--- config.mk ---
export PLATFORM = sky130hd
export DESIGN_NAME = vfpu_result_collector
export DESIGN_NICKNAME = d
export VERILOG_FILES = /design/src/rtl/vfpu_pkg.sv /design/src/rtl/vfpu_wb_fifo.sv /design/src/rtl/vfpu_result_collector.sv
export SDC_FILE = /design/constraint.sdc
export NUM_CORES = 1
export LEC_CHECK = 0
export CORE_AREA = 2 2 408 410
export DETAILED_ROUTE_END_ITERATION = 10
export DIE_AREA = 0 0 410 412
export DONT_BUFFER_PORTS = 1
export GPL_ROUTABILITY_DRIVEN = 0
export SETUP_SLACK_MARGIN = 0.1
export SLEW_MARGIN = 25
export SYNTH_ARGS = -nofsm -noshare
export SYNTH_HDL_FRONTEND = slang
export SYNTH_SLANG_ARGS = --single-unit
--- constraint.sdc ---
create_clock -name clk -period 4.7 [get_ports clk]
set_clock_uncertainty 0.1 [all_clocks]
set_input_delay 0.47 -clock clk [delete_from_list [all_inputs] [get_ports clk]]
set_output_delay 0.47 -clock clk [all_outputs]
set_load 0.05 [all_outputs]
--- src/rtl/vfpu_pkg.sv ---
// Shared defaults and types for the vector FPU issue/write-back slice.
// Tag layout mirrors the destination register carried alongside each op.
package vfpu_pkg;

    localparam int VECTOR_LANES = 16;
    localparam int DATA_WIDTH   = 32;
    localparam int NUM_STAGES   = 3;
    localparam int ADDR_WIDTH   = 5;
    localparam int FIFO_DEPTH   = 2;

    typedef struct packed {
        logic                  v;
        logic [ADDR_WIDTH-1:0] addr;
    } vfpu_tag_t;

endpackage

--- src/rtl/vfpu_wb_fifo.sv ---
// Small synchronous FIFO feeding the vector register-file write port.
// A push into a full FIFO is taken only when a pop frees a slot on the same edge.
module vfpu_wb_fifo #(
    parameter int WIDTH = 8,
    parameter int DEPTH = 2
) (
    input  logic                         clk,
    input  logic                         rst_n,
    input  logic                         push,
    input  logic                         pop,
    input  logic [WIDTH-1:0]             din,
    output logic [WIDTH-1:0]             dout,
    output logic                         full,
    output logic                         empty,
    output logic [$clog2(DEPTH+1)-1:0]   count
);

    localparam int AW = $clog2(DEPTH);
    localparam int CW = $clog2(DEPTH+1);

    logic [WIDTH-1:0] mem [DEPTH];
    logic [AW-1:0]    wr_ptr;
    logic [AW-1:0]    rd_ptr;
    logic             do_push;
    logic             do_pop;

    assign empty   = (count == '0);
    assign full    = (count == CW'(DEPTH));
    assign do_pop  = pop && !empty;
    assign do_push = push && (!full || do_pop);
    assign dout    = mem[rd_ptr];

    always_ff @(posedge clk or negedge rst_n) begin
        if (!rst_n) begin
            for (int i = 0; i < DEPTH; i++) begin
                mem[i] <= '0;
            end
        end else if (do_push) begin
            mem[wr_ptr] <= din;
        end
    end

    // Power-of-two depth lets the pointers wrap by natural overflow.
    always_ff @(posedge clk or negedge rst_n) begin
        if (!rst_n) begin
            wr_ptr <= '0;
            rd_ptr <= '0;
            count  <= '0;
        end else begin
            if (do_push) begin
                wr_ptr <= wr_ptr + AW'(1);
            end
            if (do_pop) begin
                rd_ptr <= rd_ptr + AW'(1);
            end
            unique case ({do_push, do_pop})
                2'b10:   count <= count + CW'(1);
                2'b01:   count <= count - CW'(1);
                default: count <= count;
            endcase
        end
    end

endmodule

--- src/rtl/vfpu_result_collector.sv ---
// Issue-side partner of the vector FPU: tracks ops through the MAC pipe,
// captures results as their tags emerge and queues them for write-back.
module vfpu_result_collector #(
    parameter int VECTOR_LANES = vfpu_pkg::VECTOR_LANES,
    parameter int DATA_WIDTH   = vfpu_pkg::DATA_WIDTH,
    parameter int NUM_STAGES   = vfpu_pkg::NUM_STAGES,
    parameter int ADDR_WIDTH   = vfpu_pkg::ADDR_WIDTH,
    parameter int FIFO_DEPTH   = vfpu_pkg::FIFO_DEPTH
) (
    input  logic                                 clk,
    input  logic                                 rst_n,
    input  logic                                 issue_valid,
    input  logic [ADDR_WIDTH-1:0]                issue_waddr,
    output logic                                 issue_ready,
    output logic                                 vfpu_en,
    input  logic [VECTOR_LANES*DATA_WIDTH-1:0]   vfpu_out,
    output logic                                 wb_valid,
    input  logic                                 wb_ready,
    output logic [ADDR_WIDTH-1:0]                wb_addr,
    output logic [VECTOR_LANES*DATA_WIDTH-1:0]   wb_data,
    output logic                                 busy
);

    import vfpu_pkg::*;

    localparam int DW = VECTOR_LANES * DATA_WIDTH;
    localparam int EW = ADDR_WIDTH + DW;
    localparam int CW = $clog2(FIFO_DEPTH+1);

    typedef struct packed {
        logic                  v;
        logic [ADDR_WIDTH-1:0] addr;
    } tag_t;

    tag_t          tag_q [NUM_STAGES];
    logic          adv;
    logic          push;
    logic          pop;
    logic          any_v;
    logic          fifo_full;
    logic          fifo_empty;
    logic [CW-1:0] fifo_count;
    logic [EW-1:0] fifo_dout;

    assign pop  = wb_valid && wb_ready;
    assign adv  = !tag_q[NUM_STAGES-1].v || !fifo_full || pop;
    assign push = adv && tag_q[NUM_STAGES-1].v;

    assign vfpu_en     = adv;
    assign issue_ready = adv;

    // Tags shift in lockstep with the FPU pipe so the last one owns vfpu_out.
    always_ff @(posedge clk or negedge rst_n) begin
        if (!rst_n) begin
            for (int k = 0; k < NUM_STAGES; k++) begin
                tag_q[k] <= '0;
            end
        end else if (adv) begin
            tag_q[0] <= '{v: issue_valid, addr: issue_waddr};
            for (int k = 1; k < NUM_STAGES; k++) begin
                tag_q[k] <= tag_q[k-1];
            end
        end
    end

    always_comb begin
        any_v = 1'b0;
        for (int k = 0; k < NUM_STAGES; k++) begin
            any_v = any_v | tag_q[k].v;
        end
    end

    vfpu_wb_fifo #(
        .WIDTH (EW),
        .DEPTH (FIFO_DEPTH)
    ) u_fifo (
        .clk   (clk),
        .rst_n (rst_n),
        .push  (push),
        .pop   (pop),
        .din   ({tag_q[NUM_STAGES-1].addr, vfpu_out}),
        .dout  (fifo_dout),
        .full  (fifo_full),
        .empty (fifo_empty),
        .count (fifo_count)
    );

    assign wb_valid = !fifo_empty;
    assign wb_addr  = fifo_dout[EW-1 -: ADDR_WIDTH];
    assign wb_data  = fifo_dout[DW-1:0];
    assign busy     = any_v || (fifo_count != '0);

endmodule

==> summary.md, run 1 <==
| Metric | Value |
|---|---|
| Chip width | `410 um` |
| Fin cells | `5,640` |
| Cell mode on critical path | `buf_16` |
| Vias/cell | `4.602` |
| CTS tree | `done` |
| Pre-CTS setup slack | `1.321 ns` |
| Largest cells by area after synthesis | `dfrtp_1 (58%), mux2_2 (38%), mux2_1 (1.4%)` |
| Slowest cell delay on critical path | `0.62 ns` |
| Reg2reg end | `u_fifo.mem[691]` |
| Crit path buf inv count | `6` |
| Final Cycle Share | `80.28%` |
| DIE HEIGHT | `412 um` |
| Wire per inst | `23.18 um` |
| Max frequency | `265.0 MHz` |
| First-pass GRT wire length | `188.7 mm` |
| Synth Flop Type | `dfrtp_1` |
| Layout cells sized above 1 | `51.33%` |
| Synth-to-layout area growth | `25.90%` |
| Critical path's slowest cell | `dlygate4sd3_1` |
| Mapped Cells | `2,817` |
| Syn nets | `3,339` |
| Crit path launch | `rst_n` |
| Post-synthesis async set-or-reset flop share | `100.0%` |
| Core Area | `164,200 sq um` |
| Minimum clock period | `3.773 ns` |
| GRT overflow | `0` |
| Status | `complete, no violations` |
| Critical Path End | `u_fifo.mem[202]` |
| DRC viols | `0` |
| Final ANT Viol Nets | `0` |
| RSZ-0062 raised after global routing | `false` |
| Placed insts | `4,874` |
| Clock edge transition at the registers on the reported setup and hold paths | `0.06 ns` |
| H-tree depth | `3` |
| CTS Buffer Depth | `3` |
| Mapped cell area | `45,170 sq um` |
| Vias in the first global route | `27,450` |
| Total track usage | `14.83%` |
| Post-synth top area cell | `dfrtp_1` |
| Critical path fanouts, max | `172` |
| Starting Density | `27.50%` |
| Synth Area per Inst | `16.04 sq um` |
| Syn. warnings | `0` |
| Final worst slack | `0.9267 ns` |
| Cell variety after synth | `19` |
| # rows | `149` |
| DR pass1 iterations | `4` |
| Largest net degree at the start of global routing | `205` |
| Post-synth EDFFs | `0` |
| Initial antenna violation count | `62` |
| Final core occ | `34.63%` |
| Die Area | `168,900 sq um` |
| Cell depth of the worst setup path | `6` |
| Starting DRT DRC Count | `1,085` |
| Arr. time, crit path | `4.41 ns` |
| Vias | `25,960` |
| Setup violators final | `0` |
| Clk sinks | `1,056` |
| Total CTS buffers | `115` |
| Hpwl dp | `93.43 mm` |
| Cell with the most instances after synthesis | `mux2_2` |
| IO buf count | `0` |
| Top-area cell type share of the netlist area | `58.50%` |
| Slew Limit Fails | `0` |
| Postcts setup bufs | `0` |
| Commonest cells post-synth | `mux2_2 (1,510), dfrtp_1 (1,056), buf_2 (121)` |
| Kind of critical path | `input port to asynchronous set/reset pin` |
| R2R setup slack | `2.08 ns` |
| Routed wire length | `130.7 mm` |
| Critical Path, Cell by Cell | `dlygate4sd3_1 > buf_16 > buf_16 > buf_16 > buf_16 > buf_16` |
| Startpoint Class | `input port` |
| Clock latency on the worst-skew pair | `0.73 ns` |
| Worst hold path class | `input port to asynchronous set/reset pin` |
| Beginning of the worst register-to-register path | `u_fifo.count[1]` |
| CP Data Required Time | `5.34 ns` |
| Final hold violations | `0` |
| Setup TNS | `0 ns` |
| CP Capture Type | `asynchronous set/reset pin` |
| Synth Register Bits | `1,056` |
| Relative slew margins | `35.64%` |
| Io pins | `1,042` |
| Worst slew pin tran | `0.9654 ns` |
| Sequential fraction of the synthesis area | `58.50%` |
| NumNets Final | `3,846` |
| Root buf cell | `clkbuf_16` |
| Max Cap Viol | `0` |
| Top delay family on crit path | `buffers and inverters` |
| Reg2Reg Depth | `5` |
## registers in the layout, indices dropped and copies added, names as in the netlist
register	flops
u_fifo.count	2
u_fifo.rd_ptr	1
u_fifo.mem	1034
tag_q	18
u_fifo.wr_ptr	1
## cell families (layout without fill, tap and decap cells)
logic type,count (synthesis),count (layout),synth area share (%)
xor gates and xnor gates,5,5,0.09696
adders and majority gates,1,1,0.02769
other,0,34,0
and+or+nand+nor,11,11,0.1662
DFF,1056,1056,58.50
muxes,1568,1568,39.09
buffers and inverters,176,776,2.122
## timing repair
item	4_1_cts	5_1_grt
hold buffers	521	0
gates resized for setup	0	0
hold endpoints to repair	1488	0
## cell type report
type,instances,area [sq um]
Antenna cell,34,85.08
Clock buffer,162,3377
Clock inverter,48,570.5
Fill cell,15660,107400
Inverter,1,3.754
Multi-Input combinational cell,1585,17800
Sequential cell,1056,26430
Tap cell,2189,2739
Timing Repair Buffer,565,5866
## layout by cell type, fill, tap and decap left out, drive strengths merged
cell type / synthesis / final
bufinv: 0 / 10
clkinv: 0 / 26
or4: 1 / 1
nand2b: 1 / 1
nor3b: 2 / 2
dfrtp: 1056 / 1056
ha: 1 / 1
xor2: 2 / 2
clkbuf: 21 / 162
dlygate4sd3: 0 / 520
clkinvlp: 0 / 6
inv: 1 / 7
or2: 2 / 2
xnor2: 3 / 3
nand2: 1 / 1
mux2: 1568 / 1568
buf: 154 / 45
and2: 2 / 2
diode: 0 / 34
nor2: 2 / 2
## how the worst min path moves through the flow
stage                        from              end  slack, ns  cells past startpoint
finish                      rst_n  u_fifo.mem[730]       0.27                      2
global route                rst_n  u_fifo.mem[913]       0.27                      2
CTS                 vfpu_out[261]  u_fifo.mem[261]       0.23                      2
detailed placement          rst_n  u_fifo.mem[210]       0.08                      0
global placement            rst_n  u_fifo.mem[210]        0.1                      0
floorplan                   rst_n         tag_q[0]       0.07                      0
## through the flow
step	area [sq um]	hold WS, ns
detailed placement	47580	0.07754
floorplan	45170	0.07441
finish	56870	0.2656
CTS	56760	0.2337
global placement	47410	0.09926
global route	56830	0.2651
## per-layer routing
metal  global-route usage [%]  vias up  wire length (um)
met4                    5.306       44              4514
met1                    17.25    13590             51360
met5                        0        -               271
met2                    25.01      855             64220
met3                    5.439      255             10350
li1                         -    11220                 -
Power of run 1 is not shown: default switching activity piles up to over one toggle a cycle in this logic, so the estimate is an artifact.
==> inputs of run 2 (changes only) <==
==> constraint.sdc (replaced) <==
create_clock -name clk -period 3.6 [get_ports clk]
set_clock_uncertainty 0.1 [all_clocks]
set_input_delay 0.36 -clock clk [delete_from_list [all_inputs] [get_ports clk]]
set_output_delay 0.36 -clock clk [all_outputs]
set_load 0.05 [all_outputs]
==> run 2 against run 1 <==
Against the previous run: non-clock buffer count up 14; register-to-register slack worse by 0.89 ns; global-route usage rose by 0.54 points; critical path type is now flop to primary output; final area fell by 0.43%; wire length up 3.0%.
==> summary.md, run 2 (synthesized netlist as in run 1, its figures left out) <==
| Metric | Value |
|---|---|
| Layout cells sized above 1 | `50.97% (-0.36 points)` |
| Reg2Reg Depth | `5 (unchanged)` |
| Max frequency | `313.5 MHz` |
| Hpwl dp | `98.42 mm (+5.3%)` |
| IO buf count | `0 (unchanged)` |
| Beginning of the worst register-to-register path | `u_fifo.count[1]` |
| DRC viols | `0 (unchanged)` |
| Slew Limit Fails | `0 (unchanged)` |
| RSZ-0062 raised after global routing | `false` |
| Total track usage | `15.37% (+0.54 points)` |
| Worst hold path depth | `2` |
| DR pass1 iterations | `4 (unchanged)` |
| H-tree depth | `3 (unchanged)` |
| Setup TNS | `0 ns (unchanged)` |
| Detail Route met3 WL | `9.259 mm (-11%)` |
| Post-CTS sizing | `0 (unchanged)` |
| Clock latency on the worst-skew pair | `0.74 ns (about the same)` |
| Setup violators final | `0 (unchanged)` |
| Met2 wire length | `67.37 mm (+4.9%)` |
| DP Area | `47,740 sq um (+0.34%)` |
| GRT overflow | `0 (unchanged)` |
| Vias in the first global route | `28,240 (+2.9%)` |
| Largest net degree at the start of global routing | `175 (-15%)` |
| Footprint of the multi-input gates | `17,800 sq um (unchanged)` |
| R2R setup slack | `1.19 ns (-0.89 ns)` |
| CTS tree | `done` |
| Commonest non-fill, non-tap cell in the layout | `mux2_2` |
| Io pins | `1,042 (unchanged)` |
| Hold wc startpoint | `vfpu_out[199]` |
| Worst hold path class | `input port to flop` |
| Clk sinks | `1,056 (unchanged)` |
| Clock edge transition at the registers on the reported setup and hold paths | `0.06 ns (about the same)` |
| Die Area | `168,900 sq um (unchanged)` |
| Highest metal used | `met5` |
| Crit path launch | `u_fifo.rd_ptr` |
| Total CTS buffers | `112 (-2.6%)` |
| Commonest cells after routing, fill and taps aside | `mux2_2 (1,510), dfrtp_1 (1,055), dlygate4sd3_1 (521)` |
| Final non-filler cell area | `56,630 sq um (-0.43%)` |
| Final Cycle Share | `88.60%` |
| Reg2reg end | `u_fifo.mem[644]` |
| Met1 WL | `52.27 mm (+1.8%)` |
| Vias | `25,970 (+0.058%)` |
| Wire per inst | `23.96 um (+3.4%)` |
| Relative slew margins | `41.75% (+6.1 points)` |
| Minimum clock period | `3.190 ns` |
| Filler cells | `15,720 (+0.35%)` |
| First-pass GRT wire length | `194.5 mm (+3.1%)` |
| Top flop regs | `u_fifo.mem x1034, tag_q x18, u_fifo.count x2` |
| Synth-to-layout area growth | `25.36%` |
| Chip width | `410 um (unchanged)` |
| CP Capture Type | `primary output` |
| Max reg flops | `1,034 (unchanged)` |
| DIE HEIGHT | `412 um (unchanged)` |
| Routed wire length | `134.6 mm (+3.0%)` |
| CP Data Required Time | `3.14 ns (-2.20 ns)` |
| Root buf cell | `clkbuf_16` |
| # rows | `149 (unchanged)` |
| Register with the most flip-flops | `u_fifo.mem` |
| Final hold violations | `0 (unchanged)` |
| Startpoint Class | `flop` |
| Arr. time, crit path | `2.73 ns (-1.68 ns)` |
| Initial antenna violation count | `38 (-39%)` |
| Vias/cell | `4.624 (+0.47%)` |
| Max Cap Viol | `0 (unchanged)` |
| Postcts setup bufs | `0 (unchanged)` |
| Worst slew pin tran | `0.8737 ns (-0.09169 ns)` |
| Critical path fanouts, max | `34 (-80%)` |
| Status | `complete, no violations` |
| NumNets Final | `3,857 (+0.29%)` |
| Hold endpoint | `u_fifo.mem[199]` |
| Starting DRT DRC Count | `1,211 (+12%)` |
| FF/Latch Area | `26,430 sq um (unchanged)` |
| CTS Buffer Depth | `3 (unchanged)` |
| Starting Density | `27.50% (unchanged)` |
| Kind of critical path | `flop to primary output` |
| Core Area | `164,200 sq um (unchanged)` |
| Final ANT Viol Nets | `0 (unchanged)` |
## run 2: changes by cell type in the layout (fill, tap and decap cells not counted), sizes merged
cell	delta
buf	+12
bufinv	-6
clkbuf	+3
clkinv	-8
clkinvlp	-4
diode	-20
dlygate4sd3	+1
inv	-1
## run 2: worst max-delay path by stage
stage                           end  slack [ns]  cells after the start
floorplan                   vfpu_en        1.40                      6
global placement        wb_data[76]        1.16                      3
detailed placement  u_fifo.mem[716]        0.25                      4
CTS                     wb_data[76]        0.28                      3
global route        u_fifo.mem[306]        0.18                      5
finish                  wb_data[76]        0.41                      3
## run 2: layout make-up
| class | instances | area share (%) |
|---|---|---|
| Clock inverter | 29 | 0.6187 |
| Antenna cell | 14 | 0.06187 |
| Sequential cell | 1056 | 46.67 |
| Inverter | 1 | 0.006629 |
| Tap cell | 2189 | 4.837 |
| Clock buffer | 164 | 5.756 |
| Multi-Input combinational cell | 1585 | 31.44 |
| Timing Repair Buffer | 579 | 10.61 |
## run 2: through the flow
step	worst slack, ns	hold slack [ns]	utilization [%]	cells
floorplan	1.400	-0.03559	-	2817
detailed placement	0.2531	-0.03514	29.07	4888
global route	0.1813	0.1465	34.46	5607
CTS	0.2797	0.1112	34.44	5602
finish	0.4104	0.2113	34.48	5617
global placement	1.165	-0.007016	28.95	4881
## run 2: metal layers
metal / vias to the layer above / GRT usage (%)
met5: - / 0
met1: 13610 / 17.71
met2: 876 / 26.58
li1: 11170 / -
met3: 281 / 4.383
met4: 34 / 6.630
## run 2: timing repair
action / CTS / global route
endpoints found under the hold margin: 1318 / 0
setup endpoints to repair: 0 / 164
hold buffers: 521 / 0
## run 2: worst max-delay path, stage by stage (launching register included)
cell	delay, ns
dfrtp_4	0.60
buf_12	0.30
buf_4	0.47
mux2_2	0.53
Power of run 2 is left out for the same reason.
